### src/rtl/bram_reader.sv
// bram_reader: polls a frame-flag word in a BRAM, streams the flagged number of
// sample words out through a 2-entry FIFO, then clears the flag word.
module bram_reader #(
    parameter int unsigned DATA_W    = 32,
    parameter int unsigned DEPTH     = 1024,
    parameter logic [31:0] FLAG_ADDR = 32'd0,
    parameter logic [31:0] BASE_ADDR = 32'd4
) (
    input  logic              clk,
    input  logic              rst_n,
    input  logic              start,
    output logic              enable,
    output logic              we,
    output logic [31:0]       addr,
    output logic [DATA_W-1:0] din,
    input  logic [DATA_W-1:0] dout,
    output logic [DATA_W-1:0] m_data,
    output logic              m_valid,
    input  logic              m_ready,
    output logic              m_last,
    output logic              busy,
    output logic              done,
    output logic              ovf
);

    localparam int unsigned       CW      = $clog2(DEPTH + 1);
    localparam logic [DATA_W-1:0] DEPTH_W = DATA_W'(DEPTH);

    typedef enum logic [2:0] {
        IDLE, POLL, CHECK, STREAM, DRAIN, CLEAR
    } state_t;

    state_t            state, state_nx;
    logic [CW-1:0]     rem;          // sample reads still to issue
    logic [31:0]       samp_addr;    // address of the next sample read
    logic [31:0]       addr_q;       // last address driven, held while idle
    logic              rd_q;         // sample word arrives on dout this cycle
    logic              rd_last_q;    // ...and it is the final word of the frame
    logic [1:0]        fifo_cnt;
    logic [DATA_W-1:0] fifo_d0, fifo_d1;
    logic              fifo_l0, fifo_l1;

    logic              pop, push, room, issue, last_issue;
    logic              flag_big, flag_zero, access;
    logic [2:0]        occ;
    logic [31:0]       acc_addr;

    // The only data ever written is the flag clear, which is always zero.
    assign din = '0;

    // FIFO occupancy check: a read may be issued only if the word it returns
    // is guaranteed a FIFO slot even if the consumer stalls from now on.
    always_comb begin
        pop        = m_valid && m_ready;
        push       = rd_q;
        occ        = {1'b0, fifo_cnt} + {2'b00, rd_q};
        room       = (occ - {2'b00, pop}) < 3'd2;
        issue      = (state == STREAM) && room;
        last_issue = issue && (rem == CW'(1));
        flag_big   = dout > DEPTH_W;
        flag_zero  = dout == '0;
    end

    // State register.
    always_ff @(posedge clk or negedge rst_n) begin
        // NOTE: sequential state uses non-blocking assignments so every flop
        // samples pre-edge values regardless of block evaluation order.
        if (!rst_n) state <= IDLE;
        else        state <= state_nx;
    end

    // Next-state logic and BRAM port / status decode.
    always_comb begin
        // NOTE: every output of this block gets a default first so no path
        // leaves a variable unassigned, which would infer a latch.
        state_nx = state;
        access   = 1'b0;
        we       = 1'b0;
        acc_addr = FLAG_ADDR;
        done     = 1'b0;
        ovf      = 1'b0;
        case (state)
            IDLE: begin
                if (start) state_nx = POLL;
            end
            POLL: begin
                access   = 1'b1;
                state_nx = CHECK;
            end
            CHECK: begin
                ovf      = flag_big;
                state_nx = flag_zero ? IDLE : STREAM;
            end
            STREAM: begin
                access   = issue;
                acc_addr = samp_addr;
                if (last_issue) state_nx = DRAIN;
            end
            DRAIN: begin
                if (fifo_cnt == 2'd0 && !rd_q) state_nx = CLEAR;
            end
            CLEAR: begin
                access   = 1'b1;
                we       = 1'b1;
                done     = 1'b1;
                state_nx = IDLE;
            end
            default: state_nx = IDLE;
        endcase
        enable = access;
        addr   = access ? acc_addr : addr_q;
        busy   = state != IDLE;
    end

    // Frame counters, held address and read-return tracking.
    always_ff @(posedge clk or negedge rst_n) begin
        if (!rst_n) begin
            rem       <= '0;
            samp_addr <= BASE_ADDR;
            addr_q    <= FLAG_ADDR;
            rd_q      <= 1'b0;
            rd_last_q <= 1'b0;
        end else begin
            addr_q    <= addr;
            rd_q      <= issue;
            rd_last_q <= last_issue;
            if (state == CHECK) begin
                rem       <= flag_big ? CW'(DEPTH) : dout[CW-1:0];
                samp_addr <= BASE_ADDR;
            end else if (issue) begin
                rem       <= rem - CW'(1);
                samp_addr <= samp_addr + 32'd4;
            end
        end
    end

    // Two-entry output FIFO; entry 0 is the head presented on m_data.
    always_ff @(posedge clk or negedge rst_n) begin
        // NOTE: the FIFO storage is reset because its head drives m_data,
        // which must read zero out of reset.
        if (!rst_n) begin
            fifo_cnt <= 2'd0;
            fifo_d0  <= '0;
            fifo_d1  <= '0;
            fifo_l0  <= 1'b0;
            fifo_l1  <= 1'b0;
        end else begin
            case ({push, pop})
                2'b10: begin
                    if (fifo_cnt == 2'd0) begin
                        fifo_d0 <= dout;
                        fifo_l0 <= rd_last_q;
                    end else begin
                        fifo_d1 <= dout;
                        fifo_l1 <= rd_last_q;
                    end
                    fifo_cnt <= fifo_cnt + 2'd1;
                end
                2'b01: begin
                    fifo_d0  <= fifo_d1;
                    fifo_l0  <= fifo_l1;
                    fifo_cnt <= fifo_cnt - 2'd1;
                end
                2'b11: begin
                    if (fifo_cnt == 2'd1) begin
                        fifo_d0 <= dout;
                        fifo_l0 <= rd_last_q;
                    end else begin
                        fifo_d0 <= fifo_d1;
                        fifo_l0 <= fifo_l1;
                        fifo_d1 <= dout;
                        fifo_l1 <= rd_last_q;
                    end
                end
                default: ;
            endcase
        end
    end

    // Stream outputs come straight from the FIFO head.
    always_comb begin
        m_valid = fifo_cnt != 2'd0;
        m_data  = fifo_d0;
        m_last  = m_valid && fifo_l0;
    end

endmodule

### config.mk
export PLATFORM = sky130hd
export DESIGN_NAME = bram_reader
export DESIGN_NICKNAME = d
export VERILOG_FILES = /design/src/rtl/bram_reader.sv
export SDC_FILE = /design/constraint.sdc
export NUM_CORES = 1
export LEC_CHECK = 0
export CORE_UTILIZATION = 31
export CTS_CLUSTER_DIAMETER = 150
export DETAILED_ROUTE_END_ITERATION = 8
export PLACE_DENSITY = 0.55
export SLEW_MARGIN = 0
export SYNTH_ARGS = -nofsm -noshare
export SYNTH_HDL_FRONTEND = slang
export SYNTH_SLANG_ARGS = --single-unit
### constraint.sdc
create_clock -name clk -period 9.15 [get_ports clk]
set_input_delay 2.2875 -clock clk [delete_from_list [all_inputs] [get_ports clk]]
set_output_delay 2.2875 -clock clk [all_outputs]
set_load 0.01 [all_outputs]
==> impl_summary.txt <==
----------------------------------------------------
[Die]
  Floorplan core area ... between 0.02 and 0.025 mm^2
  Die Width ... approximately 150 um
  Total I/O pin count ... about 140
  Number of cell rows ... 54
  DIE AREA ... about 0.023 mm^2
  Initial Util ... 31.8%
  Die Ht ... between 150 and 200 um

[Clocking]
  Resized cells post-CTS ... 0
  Buffer depth of the longest clock path ... 2
  Post CTS Setup Buffer Count ... 0
  Clock Pin Slew Worst Setup and Hold Paths ... 0.06 ns
  CTS hold repair buffers ... 0
  # H-tree levels ... 4
  Clock buffers created by TritonCTS ... 17
  TritonCTS Sinks ... around 150
  Clock tree from TritonCTS ... yes
  Clock latency on the worst-skew pair ... roughly 0.43 ns
  CTS root buf ... clkbuf_16

[Pwr]
  Static Leak ... between 3 and 4 nW
  Total net switching power ... 1.08 mW
  Total Power ... 2.76 mW
  Clock Power Share ... about a quarter
  Switching share of power ... about two fifths
  Power share of the combinational group ... between 30% and 40%
  Part of the power in registers ... roughly a third
  Peak ir drop on the vdd network ... ~200 uV
  Internal power ... between 1.5 and 2 mW
  Ratio of total power to cell area ... approximately 310 mW/mm^2

[Route]
  First DRT Iteration DRCs ... 228
  Detailed route wirelength on metal3 ... approximately 1200 um
  First-pass iteration count of the detailed router ... 4
  Routed length per placed instance ... 15.6 um
  Vias per cell ... 4.86
  Detailed-routing wirelength on met1 ... 7610 um
  Total number of vias ... roughly 5300
  Post-DRT Antenna Nets ... 0
  Met2 WL ... approximately 8000 um
  Uppermost signal routing layer after detailed routing ... met4
  Remaining design rule violation count ... 0
  Routed wire length ... about 17000 um

[Min path]
  Path category of the worst min-delay check ... reg -> reg
  Beginning of the worst hold path ... addr_q[28]

[Placement]
  # placed instances ... 1055
  Final HPWL from detailed placement ... around 11000 um
  Weighted congestion at the end of routability-driven global placement ... ~0.74
  Total placed instance area ... 0.00820 mm^2
  Number of buffers inserted by port buffering ... 106

[Synthesis]
  Count of yosys warnings during synthesis ... 0
  Number of flops mapped to enable cells by yosys ... 0
  Count of distinct cell types in the synthesized netlist ... 54
  Synth Flop Type ... dfrtp_1
  Synthesized instance count ... 699
  Synth Cell Area ... ~0.007 mm^2
  Synthesized area per cell ... 9.96 um^2
  FF+latch count, synth ... roughly 150
  Fraction of registers with async set/reset ... between 90% and 100%
  Sequential share of the synthesized area ... 52.5%

[Setup path]
  Critical path data arrival time ... just under 6 ns
  Start-to-end type of the worst setup path ... in -> out
  Delay of the slowest cell on the worst path ... ~0.53 ns
  Endpoint kind of the worst setup timing path ... output port
  Worst setup path startpoint ... m_ready
  Required arrival time at the worst endpoint ... between 6 and 7 ns
  Worst-path cell with the longest stage delay ... clkdlybuf4s50_1
  Cell breakdown of the critical path ... clkdlybuf4s50_1, nor2b_1, ha_1, nand2b_1, fa_1, xnor2_2, nand3b_1, a21o_1, inv_1, buf_4, nand3_1, nand2_1, clkdlybuf4s50_1
  Startpoint Class ... primary input
  Largest fanout of any net on the critical path ... 30
  Launch instance of the worst register-to-register path ... fifo_cnt[1]
  Worst path top cell family by delay ... buffers and inverters
  Bufs and invs on worst path ... 4
  Library cell appearing most often on the critical path ... clkdlybuf4s50_1

[Job]
  Max cap viols ... 0

[Finish]
  Non-Filler Cell Area, Final ... about 0.0088 mm^2
  Final #Nets ... ~840
  Area occupied by multi-input gates ... 0.00302 mm^2
  Share of final-layout standard cells stronger than drive strength 1 ... between 10% and 20%
  Filler Cells Inserted ... roughly 2200
  Reg area ... about 0.0037 mm^2
  Core Util, Final ... approximately 40%
  Final instance count without filler cells ... approximately 1100
  Count of antenna diodes in the layout ... 0
  P&R area growth vs syn ... 26.1%

[Global routing]
  Antenna violations before repair ... 0
  Via count of the first global-routing pass ... about 5300
  First-pass GRT wire length ... roughly 28000 um
  Largest net degree at the start of global routing ... 90
  Remaining global-route overflow ... 0
  Overall global routing resource usage ... between 10% and 20%

[STA]
  Post-layout min period ... roughly 8.1 ns
  Relative max-transition margin ... 36.8%
  Achievable Freq ... about 120 MHz
  Fin. max-slew vios ... 0
  Final-layout setup total negative slack ... 0 ns
  Clk_skew ... roughly 0.013 ns
  Count of final hold-check violations ... 0
  Share of the clock period used by the worst path ... about nine tenths
  Worst-Margin Slew ... approximately 0.95 ns
  Setup violators final ... 0
  Unrepaired setup endpoints after global routing ... no

[Run status]
  Outcome ... complete, no violations

----------------------------------------------------
[power by group through the flow]
| stage | clock (mW) | sequential (mW) | combinational (mW) |
|---|---|---|---|
| final | 0.688 | 0.973 | 1.10 |
| after global routing | 0.735 | 1.00 | 1.23 |
| after CTS | 0.708 | 0.975 | 1.12 |
| after detailed placement | 0 | 0.983 | 1.12 |
| after global placement | 0 | 0.979 | 1.11 |
| after floorplan | 0 | 0.982 | 0.678 |
[worst min-delay path, stage by stage, from the launching register on]
cell and delay [ns]:
dfrtp_1 0.32, nand2_1 0.04, nand2_1 0.06
[cell usage in the layout, fill, tap and decap left out, drive strengths merged, types with 8 or more instances in the layout]
cell type      netlist  routed
a21oi               15      15
a22oi               35      35
buf                 36      10
clkbuf              34      17
clkdlybuf4s50        0     105
conb                 1      32
dfrtp              145     145
ha                   8       8
inv                 12      19
mux2                32      32
nand2              123     123
nand3               47      47
nand4                8       8
nor2                28      28
nor3                 8       8
nor4                19      19
o21ai               52      52
or3                  8       8
xnor2               19      19
[cells by family (layout without fill, tap and decap cells)]
logic type,after synthesis,count (layout),share of synthesized area (%)
AND/OR/NAND/NOR,277,277,19.4
flip-flops,146,146,52.5
AO/OA/AOI/OAI,122,122,10.9
buffers and inverters,83,160,6.33
multiplexers,36,36,5.75
XOR/XNOR,25,25,3.25
adder cells (fa/ha/maj),9,9,1.73
other,1,32,0.0539
[state kept, by name, summed over array words and instances (netlist names)]
name and cells:
addr_q 32, fifo_d1 32, m_data 32, samp_addr 30, rem 11, state 3
fifo_cnt 2, fifo_l0 1, fifo_l1 1, push 1, rd_last_q 1
[stage by stage]
step / hold WS [ns] / setup WS [ns]
after floorplan: 0.442 / 2.23
after global placement: 0.447 / 1.03
after detailed placement: 0.455 / 0.989
after CTS: 0.470 / 0.986
after global routing: 0.483 / 0.739
final: 0.462 / 1.01
[synthesized netlist by cell type (all sizes together) (15+ instances only)]
| master | count | share of area [%] |
|---|---|---|
| a21oi | 15 | 1.1 |
| nor4 | 19 | 1.8 |
| xnor2 | 19 | 2.5 |
| o21ai | 52 | 3.7 |
| dfrtp | 145 | 52 |
| buf | 36 | 3.8 |
| nor2 | 28 | 1.5 |
| mux2 | 32 | 5.2 |
| nand3 | 47 | 3.4 |
| nand2 | 123 | 6.6 |
| a22oi | 35 | 3.8 |
| clkbuf | 34 | 1.9 |
[layer usage]
layer	track usage (%)	up-vias
met4	5.57	0
li1	-	2587
met5	0	-
met2	24.4	129
met1	19.4	2548
met3	5.70	22
[cell type report]
class                   count  share of cell area [%]
clock inverters            15                    1.68
flip-flops and latches    146                    41.7
repair buffers            115                    12.9
inverters                  13                   0.556
clock buffers              17                    4.85
multi-input cells         501                    34.4
well taps                 280                    3.99
[worst paths after layout]
check,end,depth (start not counted),slack [ns]
min in group asynchronous,addr_q[9],1,1.90
worst min-delay path,addr_q[28],2,0.46
worst max register to register,state[0],10,5.20
worst max-delay path,addr[30],13,1.01
max in group asynchronous,m_data[4],2,5.96
worst min register to register,addr_q[28],2,0.46
Power figures use the tool's default switching activity.
==> variant 1 (config.mk and constraints unchanged) <==
Register the output `ovf`; this adds one clock of latency there. The other outputs are not delayed to match.
--- a/src/rtl/bram_reader.sv
+++ b/src/rtl/bram_reader.sv
@@ -30,4 +30,6 @@
         IDLE, POLL, CHECK, STREAM, DRAIN, CLEAR
     } state_t;
+
+    logic ovf_d;
 
     state_t            state, state_nx;
@@ -79,5 +81,5 @@
         acc_addr = FLAG_ADDR;
         done     = 1'b0;
-        ovf      = 1'b0;
+        ovf_d    = 1'b0;
         case (state)
             IDLE: begin
@@ -89,5 +91,5 @@
             end
             CHECK: begin
-                ovf      = flag_big;
+                ovf_d    = flag_big;
                 state_nx = flag_zero ? IDLE : STREAM;
             end
@@ -185,4 +187,8 @@
     end
 
+    always_ff @(posedge clk) begin
+        ovf <= ovf_d;
+    end
+
 endmodule
 
Function: changed (Yosys sat finds a counterexample within 4 cycles, from zero or initial values and one cycle with rst_n low).
==> variant 1 against the unedited design <==
Area after synthesis is 2.9% higher; sequential power rose by 19%; routed wire length down 1.7%; non-clock buffer count is 3 lower; power is 46% higher; critical path depth is 3 lower; worst setup slack lost 0.30 ns; cell area up 2.2%; die area is 2.8% higher; first-iteration DRC count is 41% higher; worst hold slack better by 0.014 ns; register-to-register slack better by 0.02 ns; sequential cell count grew 1; utilization down 0.49 points.
==> variant 1: results (changes against the unedited design) <==
- Vias per cell: 4.79 (-1.6%)
- Largest net degree at the start of global routing: 88 (-2.2%)
- Met3 WL post-DR: 1.15 mm (-6.5%)
- Status: finished, final reports clean
- Worst reg2reg startpoint: fifo_cnt[1]$_DFFE_PN0N_
- Switching Share: 41.2% (+2.1 points)
- Hold path startpoint: fifo_l0$_DFFE_PN0P_
- Sequential element share of the synthesized area: 51.3% (-1.2 points)
- Synth top cells by count: dfrtp_1 (145), nand2_1 (91), o21ai_0 (43)
- Worst Path Arrival: 6.15 ns (+0.30 ns)
- Gate Count Post-Synth: 692 (-1.0%)
- Post-CTS Resized: 0 (unchanged)
- Post-synth top area share: 50.7% (-1.4 points)
- Minimum hold slack: 0.476 ns (+0.0137 ns)
- Clock Skews: 0.0106 ns (-0.00250 ns)
- M1 WL: 7.80 mm (+2.5%)
- Max VDD drop: 0.182 mV (-8.5%)
- Die area: 0.0237 mm^2 (+2.8%)
- Pre-CTS WS: 0.641 ns (-0.347 ns)
- DR WL met2: 7.51 mm (-4.6%)
- Non-clock inverters: 37 (+24)
- Non-CTS buffers: 112 (-2.6%)
- Fill cells: 2213 (-0.49%)
- Placed Area: 0.00838 mm^2 (+2.2%)
- Worst r2r dst: addr_q[27]$_DFF_PN0_
- Lkg Pwr: 3.83 nW (+0.38%)
- GRT Util Overall: 14.6% (-0.83 points)
- DR WL/cell: 15.4 um (-1.3%)
- Met2 usage: 23.2% (-1.1 points)
- Layout cells sized above 1: 13.0% (+2.3 points)
- Met1 usage: 18.3% (-1.1 points)
- Critical path peak fanout: 63 (+110%)
- Final non-clock buffer share: 12.4% (-0.52 points)
- Top cells by area in the synthesized netlist: dfrtp_1 (51%), mux2_2 (5.5%), nand2_1 (4.8%)
- ClkCell Share: 6.53% (about the same)
- Synth cell types: 59 (+9.3%)
- #MultiIn Comb: 470 (-6.2%)
- DR vias: 5184 (-1.9%)
- Met3 Track Usage GR: 5.27% (-0.43 points)
- Tcrit/Tclk final: 92.2% (+3.3 points)
- #FFs+latches synth: 147 (+0.68%)
- Iteration-0 DRC count of the detailed router: 322 (+41%)
- Global-route wire length before repair: 27.2 mm (-4.6%)
- Largest stage delay, worst path: 0.63 ns (+0.10 ns)
- Max_slew headroom: 22.6% (-14 points)
- Nets: 830 (-1.1%)
- Clock Buffer Count: 18 (+1)
- Area delta synth->final: 25.2%
- DP Cell Count: 1051 (-0.38%)
- Sequential share of cell area: 41.0% (-0.66 points)
- Dpl hpwl: 11.0 mm (-0.62%)
==> variant 1: power groups by stage <==
stage,clock network (mW),registers (mW),logic (mW)
5_1_grt,0.745,1.19,2.42
4_1_cts,0.717,1.16,2.23
3_3_place_gp,0,1.16,2.20
3_5_place_dp,0,1.16,2.23
6_report,0.694,1.16,2.19
2_1_floorplan,0,1.15,1.34
==> variant 1: logic make-up (layout without fill, tap and decap cells) <==
kind of cell,Yosys count,count (layout),share of synthesized area [%]
other,1,32,0.0524
adders and majority gates,9,9,1.68
buffers and inverters,106,181,7.55
xor gates and xnor gates,26,26,3.44
DFF,147,147,51.3
muxes,41,41,6.35
and+or+nand+nor,220,220,16.4
AOI/OAI and AO/OA,142,142,13.2
==> variant 1: worst max-delay path by stage <==
stage,endpoint
6_report,addr[6]
5_1_grt,addr[15]
4_1_cts,addr[6]
3_5_place_dp,addr[6]
3_3_place_gp,addr[6]
2_1_floorplan,addr[16]
==> variant 2 (config.mk and constraints unchanged) <==
Without the edit above. Change the parameter `DATA_W` from 32 to 36.
--- a/src/rtl/bram_reader.sv
+++ b/src/rtl/bram_reader.sv
@@ -2,5 +2,5 @@
 // sample words out through a 2-entry FIFO, then clears the flag word.
 module bram_reader #(
-    parameter int unsigned DATA_W    = 32,
+    parameter int unsigned DATA_W    = 36,
     parameter int unsigned DEPTH     = 1024,
     parameter logic [31:0] FLAG_ADDR = 32'd0,
Interface: changed (resized din, dout and m_data); port bits go from 139 to 151. No check against the original RTL was run, so the function may have changed too.
==> variant 2 against the unedited design <==
Worst setup slack worse by 0.073 ns; sequential cell count rose by 8; largest cell class unchanged; cell area increased by 5.5%; critical path depth shrank 2; routed wire length grew 7.3%; area after synthesis up 6.0%; power increased by 9.3%; worst hold slack gained 0.016 ns; first-iteration DRC count grew 15%; count of clock-buffer cells in the layout up 1.
==> variant 2: results (changes against the unedited design) <==
- Status: finished, final reports clean
- Vias in the first global route: 5343 (+0.58%)
- Dpl hpwl: 11.9 mm (+8.1%)
- Gate Count Post-Synth: 730 (+4.4%)
- Final non-clock buffer share: 13.1% (+0.20 points)
- Max VDD drop: 0.154 mV (-22%)
- Hold path startpoint: m_data[23]$_DFFE_PN0P_
- Worst r2r dst: samp_addr[25]$_DFFE_PN0P_
- Fill cells: 2392 (+7.6%)
- #MultiIn Comb: 519 (+3.6%)
- Largest stage delay, worst path: 0.60 ns (+0.07 ns)
- Synth cell types: 60 (+11%)
- Max_slew headroom: 38.6% (+1.8 points)
- Sequential group share of total power: 34.2% (-1.0 points)
- Placed Area: 0.00869 mm^2 (+6.0%)
- Final worst slack: 0.939 ns (-0.0734 ns)
- Slowest library cell on the worst path: fa_1
- Iteration-0 DRC count of the detailed router: 262 (+15%)
- XOR/XNOR Fraction of Synth Area: 3.66% (+0.41 points)
- Synth top cells by count: dfrtp_1 (153), nand2_1 (114), o21ai_0 (72)
- FFs & Latches: 154 (+5.5%)
- Top cells by area in the synthesized netlist: dfrtp_1 (52%), nand2_1 (5.8%), mux2_2 (5.6%)
- Worst Path Arrival: 5.92 ns (+0.07 ns)
- Nets: 879 (+4.8%)
- Sequential cell area: 0.00385 mm^2 (+5.5%)
- DR vias: 5496 (+4.0%)
- Global-route wire length before repair: 29.4 mm (+3.4%)
- Vias per cell: 4.73 (-2.7%)
- FF-to-FF setup slack: 5.15 ns (-0.05 ns)
- Clock Buffer Count: 18 (+1)
- Synth Cell Area: 0.00737 mm^2 (+6.0%)
- Tot Pwr: 3.02 mW (+9.3%)
- DR WL/cell: 15.7 um (+0.35%)
- Layout cells sized above 1: 11.2% (+0.37 points)
- Worst hold endpoint: m_data[23]$_DFFE_PN0P_
- GRT Util Overall: 15.6% (+0.15 points)
- Sequential element share of the synthesized area: 52.3% (-0.24 points)
==> variant 2: cell types whose count changed after synthesis, moves of 5 or more <==
cell | unedited run | this run
nand3_1 | 47 | 17
o21ai_0 | 51 | 72
nand2_1 | 123 | 114
xor2_1 | 6 | 22
nand4_1 | 7 | 22
buf_4 | 33 | 39
nor2_1 | 28 | 40
xnor2_1 | 18 | 7
dfrtp_1 | 145 | 153
mux2_2 | 32 | 37
==> variant 2: cells by family after synthesis <==
family / count (synthesis)
AND/OR/NAND/NOR: 253
flip-flops: 154
adder cells (fa/ha/maj): 9
AO/OA/AOI/OAI: 153
other: 1
multiplexers: 38
XOR/XNOR: 30
buffers and inverters: 92
==> variant 2: per-layer routing <==
layer,track usage [%],up-vias
li1,-,2699
met1,21.6,2678
met2,24.7,105
met3,2.80,14
met4,4.95,0
met5,0,-
